## src/rtl/chacha20_pkg.sv

```systemverilog
// chacha20_pkg: shared state encoding, widths and channel helper for the chacha20 arbiter
package chacha20_pkg;

    localparam int KEY_W   = 256;
    localparam int NONCE_W = 96;
    localparam int CTR_W   = 32;
    localparam int WORD_W  = 32;

    typedef enum logic [1:0] {IDLE, START, STREAM, DRAIN} state_t;

    function automatic logic [1:0] chan_mask(input logic ch);
        return ch ? 2'b10 : 2'b01;
    endfunction

endpackage

```

## src/rtl/chacha20_rr_arb_2.sv

```systemverilog
// chacha20_rr_arb_2: two-way round-robin picker, ptr names the favoured channel on contention
module chacha20_rr_arb_2
    import chacha20_pkg::*;
(
    input  logic [1:0] req,
    input  logic       ptr,
    output logic [1:0] gnt_onehot
);

    assign gnt_onehot = (&req) ? chan_mask(ptr) : req;

endmodule

```

## src/rtl/chacha20_stream_arbiter.sv

```systemverilog
// chacha20_stream_arbiter: message-granular two-channel sequencer for a shared chacha20 core (optional watchdog: CHACHA20_ARB_TIMEOUT_EN)
module chacha20_stream_arbiter
    import chacha20_pkg::*;
#(
    parameter int TIMEOUT_CYCLES = 1024,
    parameter int FIRST_PRIO     = 0
) (
    input  logic               clk,
    input  logic               rst,
    input  logic               ch0_req,
    input  logic [KEY_W-1:0]   ch0_key,
    input  logic [NONCE_W-1:0] ch0_nonce,
    input  logic [CTR_W-1:0]   ch0_counter,
    output logic               ch0_gnt,
    input  logic [WORD_W-1:0]  ch0_pt_data,
    input  logic               ch0_pt_valid,
    input  logic               ch0_pt_last,
    output logic               ch0_pt_ready,
    output logic [WORD_W-1:0]  ch0_ct_data,
    output logic               ch0_ct_valid,
    output logic               ch0_ct_last,
    input  logic               ch0_ct_ready,
    output logic               ch0_done,
    output logic               ch0_err,
    input  logic               ch1_req,
    input  logic [KEY_W-1:0]   ch1_key,
    input  logic [NONCE_W-1:0] ch1_nonce,
    input  logic [CTR_W-1:0]   ch1_counter,
    output logic               ch1_gnt,
    input  logic [WORD_W-1:0]  ch1_pt_data,
    input  logic               ch1_pt_valid,
    input  logic               ch1_pt_last,
    output logic               ch1_pt_ready,
    output logic [WORD_W-1:0]  ch1_ct_data,
    output logic               ch1_ct_valid,
    output logic               ch1_ct_last,
    input  logic               ch1_ct_ready,
    output logic               ch1_done,
    output logic               ch1_err,
    output logic               core_start,
    output logic [KEY_W-1:0]   core_key,
    output logic [NONCE_W-1:0] core_nonce,
    output logic [CTR_W-1:0]   core_counter,
    output logic [WORD_W-1:0]  core_pt_data,
    output logic               core_pt_valid,
    output logic               core_pt_last,
    input  logic               core_pt_ready,
    input  logic [WORD_W-1:0]  core_ct_data,
    input  logic               core_ct_valid,
    input  logic               core_ct_last,
    output logic               core_ct_ready,
    input  logic               core_done
);

    state_t            state;
    logic              sel;
    logic              rr_ptr;
    logic [1:0]        gnt;
    logic [1:0]        done;
    logic [1:0]        err;
    logic [1:0]        pick;
    logic              streaming;
    logic              passing;
    logic [WORD_W-1:0] g_pt_data;
    logic              g_pt_valid;
    logic              g_pt_last;
    logic              g_ct_ready;
    logic              pt_hs;
    logic              wd_hit;
    logic              fin_ok;
    logic              fin_err;

    chacha20_rr_arb_2 u_rr (
        .req        ({ch1_req, ch0_req}),
        .ptr        (rr_ptr),
        .gnt_onehot (pick)
    );

    assign ch0_gnt  = gnt[0];
    assign ch1_gnt  = gnt[1];
    assign ch0_done = done[0];
    assign ch1_done = done[1];
    assign ch0_err  = err[0];
    assign ch1_err  = err[1];

    assign streaming = state == STREAM;
    assign passing   = streaming || state == DRAIN;

    assign g_pt_data  = sel ? ch1_pt_data  : ch0_pt_data;
    assign g_pt_valid = sel ? ch1_pt_valid : ch0_pt_valid;
    assign g_pt_last  = sel ? ch1_pt_last  : ch0_pt_last;
    assign g_ct_ready = sel ? ch1_ct_ready : ch0_ct_ready;

    assign core_pt_data  = streaming ? g_pt_data : '0;
    assign core_pt_valid = streaming && g_pt_valid;
    assign core_pt_last  = streaming && g_pt_last;
    assign ch0_pt_ready  = streaming && !sel && core_pt_ready;
    assign ch1_pt_ready  = streaming && sel && core_pt_ready;

    assign ch0_ct_data   = (passing && !sel) ? core_ct_data : '0;
    assign ch0_ct_valid  = passing && !sel && core_ct_valid;
    assign ch0_ct_last   = passing && !sel && core_ct_last;
    assign ch1_ct_data   = (passing && sel) ? core_ct_data : '0;
    assign ch1_ct_valid  = passing && sel && core_ct_valid;
    assign ch1_ct_last   = passing && sel && core_ct_last;
    assign core_ct_ready = passing && g_ct_ready;

    assign pt_hs = core_pt_valid && core_pt_ready;

`ifdef CHACHA20_ARB_TIMEOUT_EN
    logic [15:0] wd;
    logic        ct_hs;

    assign ct_hs  = core_ct_valid && core_ct_ready;
    assign wd_hit = passing && !(pt_hs || ct_hs) && wd == 16'(TIMEOUT_CYCLES - 1);

    // watchdog: count idle handshake cycles while a session owns the core
    always_ff @(posedge clk) begin
        if (rst || !passing || pt_hs || ct_hs) wd <= '0;
        else wd <= wd + 16'd1;
    end
`else
    assign wd_hit = 1'b0;
`endif

    // a clean finish only comes from DRAIN; done anywhere earlier, or a stall, aborts
    assign fin_ok  = state == DRAIN && core_done;
    assign fin_err = ((state == START || streaming) && core_done) || (wd_hit && !fin_ok);

    // session sequencer: grant, start pulse, stream, drain, release with done/err
    always_ff @(posedge clk) begin
        if (rst) begin
            state        <= IDLE;
            rr_ptr       <= FIRST_PRIO != 0;
            sel          <= 1'b0;
            gnt          <= '0;
            done         <= '0;
            err          <= '0;
            core_start   <= 1'b0;
            core_key     <= '0;
            core_nonce   <= '0;
            core_counter <= '0;
        end else begin
            core_start <= 1'b0;
            done       <= '0;
            err        <= '0;
            if (fin_ok || fin_err) begin
                done   <= fin_ok  ? chan_mask(sel) : 2'b00;
                err    <= fin_err ? chan_mask(sel) : 2'b00;
                gnt    <= '0;
                rr_ptr <= !sel;
                state  <= IDLE;
            end else begin
                case (state)
                    IDLE: if (|pick) begin
                        sel          <= pick[1];
                        gnt          <= pick;
                        core_start   <= 1'b1;
                        core_key     <= pick[1] ? ch1_key     : ch0_key;
                        core_nonce   <= pick[1] ? ch1_nonce   : ch0_nonce;
                        core_counter <= pick[1] ? ch1_counter : ch0_counter;
                        state        <= START;
                    end
                    START:   state <= STREAM;
                    STREAM:  if (pt_hs && core_pt_last) state <= DRAIN;
                    default: state <= state;
                endcase
            end
        end
    end

endmodule

```

## config.mk

```make
export PLATFORM = sky130hd
export DESIGN_NAME = chacha20_stream_arbiter
export DESIGN_NICKNAME = d
export VERILOG_FILES = /design/src/rtl/chacha20_pkg.sv /design/src/rtl/chacha20_rr_arb_2.sv /design/src/rtl/chacha20_stream_arbiter.sv
export SDC_FILE = /design/constraint.sdc
export NUM_CORES = 1
export LEC_CHECK = 0
export BUFFER_PORTS_ARGS = -buffer_cell sky130_fd_sc_hd__buf_2
export CAP_MARGIN = 20
export CORE_AREA = 2 2 540 542
export DETAILED_ROUTE_END_ITERATION = 12
export DIE_AREA = 0 0 542 544
export PLACE_DENSITY_LB_ADDON = 0.15
export RECOVER_POWER = 25
export SYNTH_ARGS = -nofsm -noshare
export SYNTH_HDL_FRONTEND = slang
export SYNTH_SLANG_ARGS = --single-unit
export TNS_END_PERCENT = 50
```

## constraint.sdc

```tcl
create_clock -name clk -period 4.8 [get_ports clk]
set_input_delay 0 -clock clk [delete_from_list [all_inputs] [get_ports clk]]
set_output_delay 0 -clock clk [all_outputs]
set_load 0.01 [all_outputs]
```

==> results of run 1 <==
-- where the power goes --
group          leakage [uW]  switching [uW]  internal, uW
combinational        0.0123            7530          4860
sequential          0.00328             905          4670
clock               0.00108            2060          3120
total                0.0167           10500         12600
-- critical path: cells and delay by family (launching register included) --
kind | cells | cell delay, ns
flip-flops | 1 | 0.42
AO/OA/AOI/OAI | 3 | 0.88
buffers and inverters | 4 | 1.39
adder cells (fa/ha/maj) | 1 | 0.42
-- layer usage --
metal  wire, um  track usage [%]
met1      84200             15.6
met2      96300             22.2
met3      18600             4.70
met4       6100             4.23
met5        144                0
-- cells in the mapped netlist, drive strengths merged (3+ instances only) --
cell	instances	area (um^2)
a21oi	385	1930
a311oi	385	3370
and2	68	425
and3	3	18.8
buf	208	1070
clkbuf	150	563
dfxtp	395	7910
ha	5	62.6
inv	3	11.3
mux2i	34	340
nand2	6	22.5
nand3	384	1920
nor2	9	36.3
nor2b	37	231
nor3	4	20.0
o21ai	387	1950
-- worst paths after layout --
| path | endpoint | cells past startpoint | slack [ns] | startpoint |
|---|---|---|---|---|
| max | core_nonce[63] | 8 | 1.35 | state[0] |
| min | core_key[129] | 4 | 0.09 | ch0_key[129] |
| max reg2reg | core_nonce[63] | 8 | 1.35 | state[0] |
| min reg2reg | gnt[0] | 2 | 0.50 | gnt[0] |
-- kinds of logic after synthesis --
kind of cell | synth area share (%)
AO/OA/AOI/OAI | 36.5
buffers and inverters | 8.20
flip-flops | 39.5
multiplexers | 1.81
AND/OR/NAND/NOR | 13.6
adder cells (fa/ha/maj) | 0.313
-- cell type report --
type                            count  area, um^2  area share [%]
Timing Repair Buffer             2355       16600            39.5
Inverter                            3        18.8          0.0447
Antenna cell                       20        50.0           0.119
Clock inverter                     12         171           0.408
Tap cell                         3800        4750            11.3
Clock buffer                      104        2030            4.84
Multi-Input combinational cell   1722       10500            25.0
Sequential cell                   395        7910            18.8
-- flip-flops by register name, indices dropped and copies added (netlist names) --
register	count
core_counter	32
core_key	256
core_nonce	96
core_start	1
done	2
err	2
gnt	2
rr_ptr	1
sel	1
state	2
-- through the flow --
| step | worst slack (ns) | power, uW | cells | util (%) | instance area (um^2) |
|---|---|---|---|---|---|
| floorplan | 2.92 | 10400 | 2478 | - | 20000 |
| global placement | 1.93 | 16300 | 7378 | 10.7 | 31000 |
| detailed placement | 1.93 | 16300 | 7379 | 10.7 | 31000 |
| CTS | 1.43 | 23800 | 8391 | 14.6 | 42200 |
| global route | 1.16 | 24700 | 8403 | 14.5 | 42000 |
| finish | 1.35 | 23100 | 8411 | 14.5 | 42000 |
==> out/qor.yml, run 1 <==
run_status: "completed"
layout_commonest_cell: "sky130_fd_sc_hd__buf_2"
postSynthAreaPerCell_um2: 8.07
yosys_register_bits: 395
most_frequent_cell_on_the_critical_path: "sky130_fd_sc_hd__buf_12"
initial_antenna_violation_count: 47
clock_skew_ns: 0.0612
fill_cells: 33600
timing_max_transition_violations_final: 0
critPathCaptureType: "flop"
most-common-layout-cells: "sky130_fd_sc_hd__buf_2, sky130_fd_sc_hd__dlygate4sd3_1, sky130_fd_sc_hd__dfxtp_1"
tritoncts_sink_count: 395
antenna_violating_nets_post_route: 0
postSynth.topFlopCell: "sky130_fd_sc_hd__dfxtp_1"
worst_slew_pin_slew_ns: 1.17
synthDistinctLibCells: 31
max_cap_viol_count: 0
critPathLaunchType: "flop"
tritoncts: "done"
avgRoutedWirePerCell_um: 24.4
gpl.final_weighted_congestion: 0.883
peakVddDrop_v: 0.000341
critical_path_required_ns: 5.46
grt_first_pass_wirelength_um: 272000
cts_resized: 0
hold_slack_ns: 0.0856
max-slew-margin-rel_pct: 21.7
p_leak_uw: 0.0167
setup-tns-final_ns: 0
ioPinCount: 1374
grt_remaining_overflow: 0
cts_setup_buffers: 0
drive_gt1_share_pct: 29.3
report.final.setup_viol: 0
critPathMaxStageDelay_ns: 0.58
synth_cells: 2478
insertion_delay_ns: 0.77
ys.warnings.count: 0
path_class: "reg -> reg"
route.detailed.drc: 0
std_cell_rows: 198
buffer_ports.inserted: 1373
root_buffer: "sky130_fd_sc_hd__clkbuf_16"
fmax_mhz: 290
cp.arrival_ns: 4.10
hold_path.class: "in -> reg"
synthesis.area_mm2: 0.0200
post-dp-hpwl_um: 159000
cts-buffers-inserted: 70
number_of_synthesized_flops_with_an_enable_pin: 0
die_w_um: 542
firstDrtPassIters: 5
via_count: 30100
avgViaCountPerCell: 3.57
clkSlewWorstSetupHoldPaths_ns: 0.05
max-clock-path-buffers: 4
htree_num_levels: 3
grt_max_degree: 127
grt_setup_unrepaired: "no"
postRouteWirelength_um: 205000
drt_first_iter_violations: 1777
first_global_vias: 31400
ys_async_sr_fraction_pct: 0
power_per_cell_area_mw_per_mm2: 551
sequential_fraction_of_the_synthesis_area_pct: 39.5
layout_worst_path_cycle_share_pct: 71.8
syn_nets: 3361
report.final.hold_viol_count: 0
syn2layout_area_growth_pct: 110
postCtsHoldBufs: 896
crit_fanout: 84
critical_path.slowest_cell: "sky130_fd_sc_hd__dlygate4sd3_1"
chip_height_um: 544
core_area_mm2: 0.289
die_area_mm2: 0.295
period_minus_slack_ns: 3.45
timing.critical_path.cells: "inv_1 > ha_1 > o21ai_4 > buf_12 > buf_12 > a21oi_1 > a311oi_1 > dlygate4sd3_1"
grtUsageTotal_pct: 13.2
final_nets: 5430
initial_utilization_pct: 6.91
Note: power is estimated with default switching activity, not from simulation.
==> run 2, diff against run 1 <==
Settings changed: CORE_AREA 2 2 540 542 to 2 2 533 535, DIE_AREA 0 0 542 544 to 0 0 535 537.
Clock period 4.8 ns to 3.3 ns, I/O delays scaled along.
==> run 2 against run 1 <==
  * Final cell count decreased by 0.40%
  * Combinational power is 48% higher
  * Clock-buffer cell count fell by 10
  * Maximum frequency rose by 12%
  * Utilization grew 0.42 points
  * Critical path depth stayed put
  * First-iteration DRC count fell by 16%
  * Sequential share of layout area about the same
==> out/qor.yml, run 2 (synthesis gave the netlist of run 1 again) <==
clock_skew_ns: 0.0402  # -0.0209 ns
core_area_mm2: 0.281  # -2.8%
fill_cells: 32600  # -3.0%
layout_commonest_cell: "sky130_fd_sc_hd__buf_2"
grtUsageTotal_pct: 13.9  # +0.69 points
largest_reg_flops: 256  # unchanged
gpl.final_weighted_congestion: 0.870  # -1.5%
ioPinCount: 1374  # unchanged
via_count: 30300  # +0.93%
p_leak_uw: 0.0167  # +0.18%
postLayoutCoreUtil_pct: 14.9  # +0.42 points
first_global_vias: 31400  # -0.19%
fmax_mhz: 324  # +12%
max_cap_viol_count: 0  # unchanged
drive_gt1_share_pct: 30.2  # +0.91 points
power_per_cell_area_mw_per_mm2: 802  # +45%
timing.critical_path.cells: "inv_1 > ha_1 > o21a_1 > nor2_4 > buf_12 > buf_4 > a311oi_1 > dlygate4sd3_1"
critical_path.slowest_cell: "sky130_fd_sc_hd__dlygate4sd3_1"
chip_height_um: 537  # -1.3%
sw_frac_of_total_pct: 45.6  # +0.26 points
htree_num_levels: 2  # -1
grt_remaining_overflow: 0  # unchanged
p_switching_uw: 15400  # +46%
grt_max_degree: 105  # -17%
die_w_um: 535  # -1.3%
regMostFlops: "core_key"
timing_max_transition_violations_final: 0  # unchanged
std_cell_rows: 195  # -1.5%
critPathCaptureType: "flop"
report.final.setup_viol: 0  # unchanged
buffer_ports.inserted: 1373  # unchanged
cp.arrival_ns: 3.66  # -0.44 ns
crit_fanout: 38  # -55%
critical_path_required_ns: 3.87  # -1.59 ns
max-slew-margin-rel_pct: 45.9  # +24 points
cts-buffers-inserted: 61  # -13%
combined_area_of_the_multi_input_logic_cells_mm2: 0.0105  # unchanged
tritoncts: "done"
seqCellArea_mm2: 0.00791  # unchanged
post-dp-hpwl_um: 166000  # +4.3%
grt_setup_unrepaired: "no"
syn2layout_area_growth_pct: 110  # about the same
critPathMaxStageDelay_ns: 0.61  # +0.03 ns
hold_path.class: "in -> reg"
avgRoutedWirePerCell_um: 25.1  # +2.8%
final_nets: 5443  # +0.24%
run_status: "completed"
power.clock.fraction_pct: 21.1  # -1.3 points
layout_worst_path_cycle_share_pct: 93.5  # +22 points
initial_antenna_violation_count: 71  # +51%
seq_power_share_pct: 24.5  # +0.4 points
clkSlewWorstSetupHoldPaths_ns: 0.06  # about the same
root_buffer: "sky130_fd_sc_hd__clkbuf_16"
worst_slew_pin_slew_ns: 0.790  # -0.385 ns
critPathLaunchType: "flop"
peakVddDrop_v: 0.000426  # +25%
route.detailed.drc: 0  # unchanged
reg_top3: "core_key x256, core_nonce x96, core_counter x32"
report.final.hold_viol_count: 0  # unchanged
tritoncts_sink_count: 395  # unchanged
comb_power_share_pct: 54.4  # +0.9 points
avgViaCountPerCell: 3.62  # +1.3%
insertion_delay_ns: 0.73  # -0.04 ns
path_class: "reg -> reg"
most-common-layout-cells: "sky130_fd_sc_hd__buf_2, sky130_fd_sc_hd__dlygate4sd3_1, sky130_fd_sc_hd__dfxtp_1"
setup-tns-final_ns: 0  # unchanged
die_area_mm2: 0.287  # -2.6%
cts_setup_buffers: 0  # unchanged
period_minus_slack_ns: 3.08  # -0.363 ns
initial_utilization_pct: 7.11  # +0.20 points
max-clock-path-buffers: 3  # -1
firstDrtPassIters: 5  # unchanged
grt_first_pass_wirelength_um: 277000  # +1.9%
postRouteWirelength_um: 210000  # +2.4%
drt_first_iter_violations: 1486  # -16%
internal-power_uw: 18300  # +45%
antenna_violating_nets_post_route: 0  # unchanged
-- run 2: cell count changes in the layout (fill, tap and decap cells not counted) --
cell	before	now
sky130_fd_sc_hd__buf_12	27	33
sky130_fd_sc_hd__buf_2	1151	1153
sky130_fd_sc_hd__buf_4	58	97
sky130_fd_sc_hd__buf_8	2	4
sky130_fd_sc_hd__bufinv_16	4	6
sky130_fd_sc_hd__clkbuf_1	240	235
sky130_fd_sc_hd__clkbuf_16	71	62
sky130_fd_sc_hd__clkbuf_8	13	15
sky130_fd_sc_hd__clkinv_16	0	1
sky130_fd_sc_hd__clkinv_2	5	9
sky130_fd_sc_hd__diode_2	20	26
sky130_fd_sc_hd__dlygate4sd3_1	896	871
sky130_fd_sc_hd__inv_6	3	1
-- run 2: layout make-up --
type,count,share of cell area (%)
clock buffer,94,4.34
clock inverter,17,0.628
timing repair buffer,2377,39.9
multi-input combinational,1722,24.9
antenna,26,0.155
sequential,395,18.8
inverter,3,0.0447
tap,3743,11.1
-- run 2: final timing paths --
path                startpoint            end  slack, ns  cells after the start
setup / recovery      state[0]  core_key[155]       0.22                      8
hold / removal    ch1_key[145]  core_key[145]       0.11                      4
setup reg to reg      state[0]  core_key[155]       0.22                      8
hold reg to reg         gnt[1]         gnt[1]       0.49                      2
-- run 2: stage by stage --
stage / std cells / hold WS [ns] / instance area, um^2 / worst slack [ns] / power [uW]
2_1_floorplan: 2478 / 0.0900 / 20000 / 1.42 / 15100
3_3_place_gp: 7367 / 0.290 / 31400 / 0.767 / 24300
3_5_place_dp: 7367 / 0.294 / 31400 / 0.754 / 24200
4_1_cts: 8349 / 0.0000519 / 42200 / 0.0555 / 34800
5_1_grt: 8364 / 0.0573 / 42000 / 0.0482 / 35900
6_report: 8377 / 0.115 / 42000 / 0.215 / 33700
-- run 2: timing repair --
action,4_1_cts,5_1_grt
setup endpoints to repair,0,1
endpoints found under the hold margin,395,0
resized for setup,0,1
hold buffers,871,0
-- run 2: power by group through the flow --
stage	combinational (uW)	sequential [uW]	clock [uW]
floorplan	6320	8760	0
global placement	15900	8380	0
detailed placement	15900	8360	0
CTS	19000	8280	7440
global route	19900	8530	7530
finish	18300	8260	7100
-- run 2: worst max-delay path: cells and delay by family (launching register included) --
kind                     cells  cell delay, ns
AO/OA/AOI/OAI                2            0.50
adder cells (fa/ha/maj)      1            0.38
buffers and inverters        4            1.44
flip-flops                   1            0.38
AND/OR/NAND/NOR              1            0.21
-- run 2: per-layer routing --
layer / track usage, % / share of wire, % / vias to the layer above
met5: 0 / 0.069 / -
met4: 4.90 / 3.4 / 24
met3: 4.57 / 8.6 / 242
met2: 23.6 / 47 / 1370
met1: 16.2 / 40 / 14900
li1: - / - / 13800
==> run 3, diff against run 2 <==
==> constraint.sdc (replaced) <==
create_clock -name clk -period 3.5 [get_ports clk]
set_input_delay 0.7 -clock clk [delete_from_list [all_inputs] [get_ports clk]]
set_output_delay 0.7 -clock clk [all_outputs]
set_load 0.01 [all_outputs]
==> run 3 against run 2 <==
  * Clock skew decreased by 0.0066 ns
  * Hold slack improved by 0.15 ns
  * Sequential power decreased by 6.4%
  * Final cell count decreased by 10%
  * Cell area decreased by 20%
  * Clock-buffer cell count decreased by 3
  * Die area unchanged
  * Global-route usage decreased by 0.27 points
  * Via count decreased by 11%
  * First-iteration DRC count increased by 10%
  * Worst setup slack got worse by 0.040 ns
  * Clock power decreased by 6.8%
  * Critical endpoint is now core_pt_data[29]
==> out/qor.yml, run 3 (synthesis gave the netlist of run 1 again) <==
grt_setup_unrepaired: "no"
worst-path-buf-inv: 2  # -2
root_buffer: "sky130_fd_sc_hd__clkbuf_16"
busiest_layer: "met2"
use_met1_pct: 16.0  # -0.27 points
crit_fanout: 18  # -53%
tritoncts: "done"
path_class: "reg -> out"
power_per_cell_area_mw_per_mm2: 859  # +7.1%
worst-r2r-cell-count: 7  # -1
grtUsageTotal_pct: 13.6  # -0.27 points
ioPinCount: 1374  # unchanged
initial_utilization_pct: 7.11  # unchanged
final_nets: 4572  # -16%
layout_commonest_cell: "sky130_fd_sc_hd__buf_2"
htree_num_levels: 2  # unchanged
p_leak_uw: 0.0126  # -25%
period_minus_slack_ns: 3.32
largest_reg_flops: 256  # unchanged
fin_area_mm2: 0.0334  # -20%
fill_cells: 32900  # +0.86%
stages_on_the_worst_setup_path: 4  # -4
avgRoutedWirePerCell_um: 27.5  # +9.4%
critical_path.slowest_cell: "sky130_fd_sc_hd__mux2i_1"
max-clock-path-buffers: 3  # unchanged
syn2layout_area_growth_pct: 67.1
firstDrtPassIters: 5  # unchanged
via_count: 27000  # -11%
max_cap_viol_count: 0  # unchanged
first_global_vias: 27300  # -13%
max-slew-margin-rel_pct: 46.8  # +0.89 points
regMostFlops: "core_key"
report.final.setup_viol: 0  # unchanged
postRouteWirelength_um: 207000  # -1.7%
initial_antenna_violation_count: 109  # +54%
tritoncts_sink_count: 395  # unchanged
antenna_violating_nets_post_route: 0  # unchanged
hold_slack_ns: 0.268  # +0.154 ns
grt_first_pass_wirelength_um: 267000  # -3.7%
avgViaCountPerCell: 3.58  # -1.1%
grt.met2_usage_pct: 23.3  # -0.38 points
worstHoldPathCells: 3  # -1
critPathLaunchType: "flop"
dpl_cell_area_mm2: 0.0315  # +0.25%
cp.arrival_ns: 2.62  # -1.04 ns
cts-buffers-inserted: 61  # unchanged
drt_first_iter_violations: 1640  # +10%
setup-tns-final_ns: 0  # unchanged
critPathCaptureType: "output pin"
gpl.final_weighted_congestion: 0.900  # +3.4%
timing_max_transition_violations_final: 0  # unchanged
insertion_delay_ns: 0.72  # about the same
fmax_mhz: 301
critPathMaxStageDelay_ns: 0.67  # +0.06 ns
post-dp-hpwl_um: 167000  # +0.71%
die_area_mm2: 0.287  # unchanged
drive_gt1_share_pct: 37.6  # +7.3 points
hold_path.class: "in -> reg"
postCtsHoldBufs: 0  # -100%
peakVddDrop_v: 0.000502  # +18%
chip_height_um: 537  # unchanged
clock_skew_ns: 0.0337  # -0.00656 ns
run_status: "completed"
report.final.hold_viol_count: 0  # unchanged
die_w_um: 535  # unchanged
grt_remaining_overflow: 0  # unchanged
clkSlewWorstSetupHoldPaths_ns: 0.06  # about the same
timing.critical_path.cells: "buf_4 > mux2i_1 > nor2b_1 > buf_2"
grt_max_degree: 110  # +4.8%
most-common-layout-cells: "sky130_fd_sc_hd__buf_2, sky130_fd_sc_hd__dfxtp_1, sky130_fd_sc_hd__a311oi_1, sky130_fd_sc_hd__a21oi_1, sky130_fd_sc_hd__nand3_1"
route.detailed.drc: 0  # unchanged
worst_slew_pin_slew_ns: 0.799  # +0.00920 ns
postLayoutCoreUtil_pct: 11.9  # -3.1 points
overall_power_uw: 28700  # -15%
std_cell_rows: 195  # unchanged
critical_path_required_ns: 2.80  # -1.07 ns
reg_top3: "core_key x256, core_nonce x96, core_counter x32"
core_area_mm2: 0.281  # unchanged
buffer_ports.inserted: 1373  # unchanged
cts_setup_buffers: 0  # unchanged
path_delay_family: "multiplexers"
global_route.usage.met3_pct: 5.09  # +0.53 points
layout_worst_path_cycle_share_pct: 95.0
[run 3: final timing paths]
kind           startpoint                to  slack [ns]
max reg2reg      state[0]    core_nonce[22]        0.76
max                   sel  core_pt_data[29]        0.18
min reg2reg        gnt[1]            gnt[1]        0.50
min          ch0_key[189]     core_key[189]        0.27
[run 3: report_power, final]
group / internal (uW) / switching [uW]
clock network: 3920 / 2700
registers: 6410 / 1320
logic: 4390 / 9960
[run 3: metal layers]
metal / part of all wire, % / vias up / wire [um]
met5: 0.14 / - / 295
met4: 2.5 / 52 / 5270
met3: 9.4 / 256 / 19500
met2: 48 / 1344 / 98500
met1: 40 / 13200 / 83200
li1: - / 12100 / -
[run 3: layout make-up]
| cell class | instances | area [um^2] | share of cell area, % |
|---|---|---|---|
| multi-input cells | 1724 | 10500 | 31.5 |
| clock buffers | 91 | 1780 | 5.33 |
| flip-flops and latches | 395 | 7910 | 23.7 |
| inverters | 3 | 18.8 | 0.0562 |
| repair buffers | 1504 | 8100 | 24.2 |
| well taps | 3743 | 4680 | 14.0 |
| diodes | 45 | 113 | 0.337 |
| clock inverters | 21 | 280 | 0.839 |
[run 3: timing repair]
item | CTS | global route
cloned | 0 | 2
endpoints found under the setup margin | 76 | 1
pin swaps | 0 | 1
resized for setup | 8 | 1
[run 3: per-stage QoR]
stage          setup WS, ns  instances
6_report              0.175       7526
5_1_grt              0.0307       7502
4_1_cts             -0.0417       7479
3_5_place_dp          0.492       7367
3_3_place_gp          0.480       7364
2_1_floorplan          1.42       2478
[run 3: worst reg2reg max path: cells and delay by family (launching register included)]
kind | cells | cell delay (ns)
AOI/OAI and AO/OA | 2 | 0.54
adders and majority gates | 1 | 0.49
buffers and inverters | 3 | 0.97
DFF | 1 | 0.34
and+or+nand+nor | 1 | 0.25
